[config.mk]
export PLATFORM = sky130hd
export DESIGN_NAME = pc_redirect_unit
export DESIGN_NICKNAME = d
export VERILOG_FILES = /design/src/rtl/cpu_pkg.sv /design/src/rtl/jump_target_join.sv /design/src/rtl/pc_redirect_unit.sv
export SDC_FILE = /design/constraint.sdc
export NUM_CORES = 1
export LEC_CHECK = 0
export ABC_CLOCK_PERIOD_IN_PS = 3600
export BUFFER_PORTS_ARGS = -buffer_cell sky130_fd_sc_hd__buf_2
export CAP_MARGIN = 20
export CELL_PAD_IN_SITES_DETAIL_PLACEMENT = 1
export CELL_PAD_IN_SITES_GLOBAL_PLACEMENT = 1
export CORE_ASPECT_RATIO = 0.7
export CORE_MARGIN = 3
export CORE_UTILIZATION = 34
export CTS_BUF_LIST = sky130_fd_sc_hd__clkbuf_2 sky130_fd_sc_hd__clkbuf_4 sky130_fd_sc_hd__clkbuf_8
export CTS_CLUSTER_DIAMETER = 30
export DETAILED_ROUTE_END_ITERATION = 7
export PLACE_DENSITY = 0.8
export SYNTH_ARGS = -nofsm -noshare
export SYNTH_HDL_FRONTEND = slang
export SYNTH_HIERARCHICAL = 1
export SYNTH_SLANG_ARGS = --single-unit
export TNS_END_PERCENT = 5
[constraint.sdc]
create_clock -name clk -period 3.6 [get_ports clk]
set_input_delay 0.18 -clock clk [delete_from_list [all_inputs] [get_ports clk]]
set_output_delay 0.18 -clock clk [all_outputs]
set_load 0.02 [all_outputs]
[src/rtl/cpu_pkg.sv]
// Shared fetch-stage definitions: default address width, reset PC and next-PC select encoding.
package cpu_pkg;

  localparam int          XLEN     = 32;
  localparam logic [31:0] RESET_PC = 32'h0000_3000;

  typedef enum logic [1:0] {
    SEL_SEQ,
    SEL_BR,
    SEL_J,
    SEL_JR
  } next_sel_e;

  typedef enum logic {
    SLOT_IDLE,
    SLOT_PENDING
  } slot_state_e;

endpackage

[src/rtl/jump_target_join.sv]
// J-type target: keeps the region bits of pc_plus4 above the index field and appends the word-aligned index.
module jump_target_join #(
  parameter int XLEN  = 32,
  parameter int IDX_W = 26
) (
  input  logic [XLEN-1:0]  pc_plus4,
  input  logic [IDX_W-1:0] jump_idx,
  output logic [XLEN-1:0]  target
);

  localparam int REGION_W = XLEN - IDX_W - 2;

  // Low bits of pc_plus4 are replaced by the index, so they never reach the target.
  logic unused_low;
  assign unused_low = ^pc_plus4[IDX_W+1:0];

  generate
    if (REGION_W > 0) begin : g_region
      assign target = {pc_plus4[XLEN-1:IDX_W+2], jump_idx, 2'b00};
    end else begin : g_no_region
      assign target = {jump_idx, 2'b00};
    end
  endgenerate

endmodule

[src/rtl/pc_redirect_unit.sv]
// Fetch PC register with jr > jump > branch redirect selection and stall hold.
// Define DELAY_SLOT_EN to defer each accepted redirect behind one delay-slot instruction.
module pc_redirect_unit #(
  parameter int               XLEN     = cpu_pkg::XLEN,
  parameter int               IDX_W    = 26,
  parameter logic [XLEN-1:0]  RESET_PC = XLEN'(cpu_pkg::RESET_PC)
) (
  input  logic             clk,
  input  logic             rst,
  input  logic             stall,
  input  logic             jump,
  input  logic [IDX_W-1:0] jump_idx,
  input  logic             branch,
  input  logic [15:0]      br_offset,
  input  logic             jr,
  input  logic [XLEN-1:0]  jr_target,
  output logic [XLEN-1:0]  pc,
  output logic [XLEN-1:0]  pc_plus4,
  output logic             slot_pending,
  output logic             misalign,
  output logic [15:0]      redirect_cnt
);

  import cpu_pkg::*;

  logic [XLEN-1:0] pc_reg, pc_next;
  logic [XLEN-1:0] plus4, br_target, j_target, jr_aligned, target;
  logic [15:0]     cnt_reg, cnt_next;
  logic            misalign_reg, misalign_next;
  logic            req, accept;
  next_sel_e       sel;

  assign plus4      = pc_reg + XLEN'(4);
  assign br_target  = plus4 + ({{(XLEN-16){br_offset[15]}}, br_offset} << 2);
  assign jr_aligned = {jr_target[XLEN-1:2], 2'b00};
  assign req        = jr | jump | branch;

  jump_target_join #(
    .XLEN  (XLEN),
    .IDX_W (IDX_W)
  ) u_join (
    .pc_plus4 (plus4),
    .jump_idx (jump_idx),
    .target   (j_target)
  );

  always_comb begin
    sel    = SEL_SEQ;
    target = plus4;
    if (jr) begin
      sel = SEL_JR;
    end else if (jump) begin
      sel = SEL_J;
    end else if (branch) begin
      sel = SEL_BR;
    end
    case (sel)
      SEL_JR:  target = jr_aligned;
      SEL_J:   target = j_target;
      SEL_BR:  target = br_target;
      default: target = plus4;
    endcase
  end

`ifdef DELAY_SLOT_EN
  slot_state_e     state_reg, state_next;
  logic [XLEN-1:0] pend_reg, pend_next;

  // The slot instruction's own requests are dropped: only IDLE can accept.
  always_comb begin
    state_next = state_reg;
    pend_next  = pend_reg;
    pc_next    = pc_reg;
    accept     = 1'b0;
    if (!stall) begin
      case (state_reg)
        SLOT_IDLE: begin
          pc_next = plus4;
          if (req) begin
            accept     = 1'b1;
            pend_next  = target;
            state_next = SLOT_PENDING;
          end
        end
        SLOT_PENDING: begin
          pc_next    = pend_reg;
          state_next = SLOT_IDLE;
        end
        default: state_next = SLOT_IDLE;
      endcase
    end
  end

  always_ff @(posedge clk) begin
    if (rst) begin
      state_reg <= SLOT_IDLE;
      pend_reg  <= '0;
    end else begin
      state_reg <= state_next;
      pend_reg  <= pend_next;
    end
  end

  assign slot_pending = (state_reg == SLOT_PENDING);
`else
  always_comb begin
    accept  = req & ~stall;
    pc_next = pc_reg;
    if (accept) begin
      pc_next = target;
    end else if (!stall) begin
      pc_next = plus4;
    end
  end

  assign slot_pending = 1'b0;
`endif

  assign misalign_next = accept & jr & (|jr_target[1:0]);
  assign cnt_next      = cnt_reg + 16'(accept);

  always_ff @(posedge clk) begin
    if (rst) begin
      pc_reg       <= RESET_PC;
      cnt_reg      <= '0;
      misalign_reg <= 1'b0;
    end else begin
      pc_reg       <= pc_next;
      cnt_reg      <= cnt_next;
      misalign_reg <= misalign_next;
    end
  end

  assign pc           = pc_reg;
  assign pc_plus4     = plus4;
  assign misalign     = misalign_reg;
  assign redirect_cnt = cnt_reg;

endmodule

==> impl_results.md <==
- Post-Route WL: 22670 µm
- Syn avg cell area: 7.441 µm²
- Nets: 988
- Post-route clock period utilization: 1.037
- Power per standard cell area: 288.1 nW/µm²
- Setup ws final: -0.1317 ns
- WL/cell: 21.37 µm
- I/O pin cnt: 162
- Slowest Stage Delay on Critical Path: 0.40 ns
- Max reg flops: 32
- Leak Pwr: 3.199 nW
- Fillers: 1823
- Clock Skews: 0.01467 ns
- Most common cell in the netlist: nor2_1
- Reg2reg setup slack: -0.13 ns
- Vias/cell: 5.804
- Unrepaired setup endpoints after global routing: true
- Syn Inst Count: 676
- Crit path arrival time: 3.96 ns
- PnR Total Power: 1.930 mW
- Cells on Worst Hold Path: 3
- Total global routing overflow: 0
- HPWL Detailed: 17730 µm
- Sequential share of the synthesized area: 0.1950
- CORE AREA: 14190 µm²
- Max layer used: met4
- #FFs+latches synth: 49
- Actual slew at the worst max-slew pin: 1.080 ns
- Num CTS Buffers: 5
- Peak Freq: 268.0 MHz
- DIE WIDTH: 151.4 µm
- Worst skew pair latency: 0.33 ns
- Die height: 107.8 µm
- Initial DRC Count: 594
- Final hold viol count: 0
- Crit end category: flop
- CTS root buf: clkbuf_8
- Cell variety after synth: 72
- Inserted Diodes: 0
- Tot GR Track Use: 0.2642
- Worst slew margin relative to its limit: 0.2770
- Setup WS pre-CTS: -0.1523 ns
- Wire length on met1: 10560 µm
- Slew Limit Fails: 0
- Post-synth top area share: 0.1950
- Req. time, crit path: 3.83 ns
- CP Class: reg2reg
- Final setup fails: 1
- Most frequent cells after synthesis: nor2_1, a21oi_1, dfxtp_1
- Crit path cell chain: and4_4 > nand4_1 > nor2_1 > buf_4 > nand4_1 > xnor2_2 > ha_1 > and3_4 > and3_4 > or3b_4 > o21a_1 > o31ai_2 > xnor2_1 > and3_1 > o31a_1
- Initial core utilization: 0.3545
- Largest net degree at the start of global routing: 37
- Pre-antenna DRT Iters: 5
- Worst-path fanout max: 6
- Area grow syn2layout: 33.21%
- Failing checks: setup timing
- Worst Hold Class: in2reg
- Outcome: finished with violations
- CTS tree: yes
- Post-synth EDFFs: 0
- Area contributors post-synth: dfxtp_1, ha_1, xnor2_1, nor2_1, a21oi_1
- ANT nets after route: 0
- Row count: 36
- # port buffers: 160
- Largest area contributor in the netlist: dfxtp_1
- Met3 routed WL: 2124 µm
- DRC viols: 0
- H-tree depth: 2
- Slowest cell on crit path: ha_1
- Worst r2r path cells: 15
- Ys async rst share: 0
- Share of cells above drive strength 1: 0.3731
- Die ar.: 16310 µm²
- Initial antenna violation count: 1
- First-pass GRT wire length: 33790 µm
- Netlist Area Pre-Place: 5030 µm²
- Vias in the first global route: 5954
- Ys flop type: dfxtp_1
- CTS Sinks: 49
- Final min period: 3.732 ns
- Clock Path Buffers: 2
- Clock transition at path regs: 0.12 ns
- Yosys warnings: 6
- CTS hold repair buffers: 0
- Routability Congestion: 0.9657
- Maxcap violations: 0
- CP Launch Type: flop
- Vias: 6158
- Met2 wire length: 9569 µm
- Max VDD drop: 0.1746 mV
final timing paths:
path | startpoint | endpoint
worst max-delay path | pc[7]$_SDFFE_PP0P_ | pc[31]$_SDFFE_PP0P_
worst min-delay path | jr_target[0] | misalign$_SDFF_PP0_
worst min register to register | redirect_cnt[10]$_SDFF_PP0_ | redirect_cnt[10]$_SDFF_PP0_
worst max register to register | pc[7]$_SDFFE_PP0P_ | pc[31]$_SDFFE_PP0P_
where the power goes:
group	internal, mW	total, mW	switching [mW]	leakage (nW)
registers	0.573	0.608	0.0343	0.407
logic	0.387	0.934	0.548	2.74
clock network	0.146	0.388	0.242	0.0506
total	1.11	1.93	0.824	3.20
worst max-delay path, delay by kind of cell, from the launching register on:
kind / cells / cell delay, ns
and+or+nand+nor: 8 / 1.69
AOI/OAI and AO/OA: 3 / 0.71
adders and majority gates: 1 / 0.40
DFF: 1 / 0.37
xor gates and xnor gates: 2 / 0.31
buffers and inverters: 1 / 0.14
per-stage QoR:
step / instances / hold slack [ns] / cell area [µm²] / utilization / TNS [ns]
2_1_floorplan: 677 / 0.3316 / 5154 / - / -0.06929
3_3_place_gp: 1042 / 0.4175 / 6389 / 0.4503 / -0.08074
3_5_place_dp: 1042 / 0.4390 / 6389 / 0.4503 / -0.2361
4_1_cts: 1051 / 0.07829 / 6525 / 0.4599 / -0.06453
5_1_grt: 1061 / 0.09407 / 6700 / 0.4722 / -0.8921
6_report: 1061 / 0.08001 / 6700 / 0.4722 / -0.1317
cell families (layout without fill, tap and decap cells):
kind of cell | count (synthesis) | in the layout | share of synthesized area
buffers and inverters | 87 | 281 | 0.09577
other | 2 | 3 | 0.001493
flip-flops | 49 | 49 | 0.1950
AND/OR/NAND/NOR | 229 | 229 | 0.2239
adder cells (fa/ha/maj) | 38 | 38 | 0.09602
AO/OA/AOI/OAI | 209 | 209 | 0.2784
XOR/XNOR | 62 | 62 | 0.1095
metal layers:
| layer | global-route usage | up-vias |
|---|---|---|
| met2 | 0.3880 | 280 |
| met3 | 0.04798 | 37 |
| met5 | 0 | - |
| li1 | - | 2840 |
| met4 | 0.05433 | 0 |
| met1 | 0.3983 | 3001 |
cell usage in the layout, fill, tap and decap left out, types with 7 or more instances in the layout:
master    count
dfxtp_2      11
buf_4        90
a221o_1       7
dfxtp_1      34
a221oi_1     17
buf_2       160
nand3_1      29
nor3_1       20
a211oi_1      7
and3_1       10
a21oi_1      51
a21o_1       12
ha_1         34
o21ai_0      45
a31oi_1      11
nand2_1      45
xor2_1       22
xnor2_2      10
o22ai_1       8
inv_1        22
nor2_1       74
o21a_1        7
xnor2_1      28
nand4_1       9
layout make-up:
class,count,area (µm²),share of cell area
clock inverters,3,28.78,0.004295
repair buffers,250,1476,0.2204
multi-input cells,541,3792,0.5660
inverters,23,86.33,0.01289
flip-flops and latches,49,1010,0.1507
well taps,190,237.7,0.03548
clock buffers,5,68.82,0.01027
what timing repair did:
action	CTS	global route
setup buffers	1	10
endpoints found under the setup margin	8	13
gates resized for setup	5	20
pin swaps	1	9
Power figures use the tool's default switching activity.
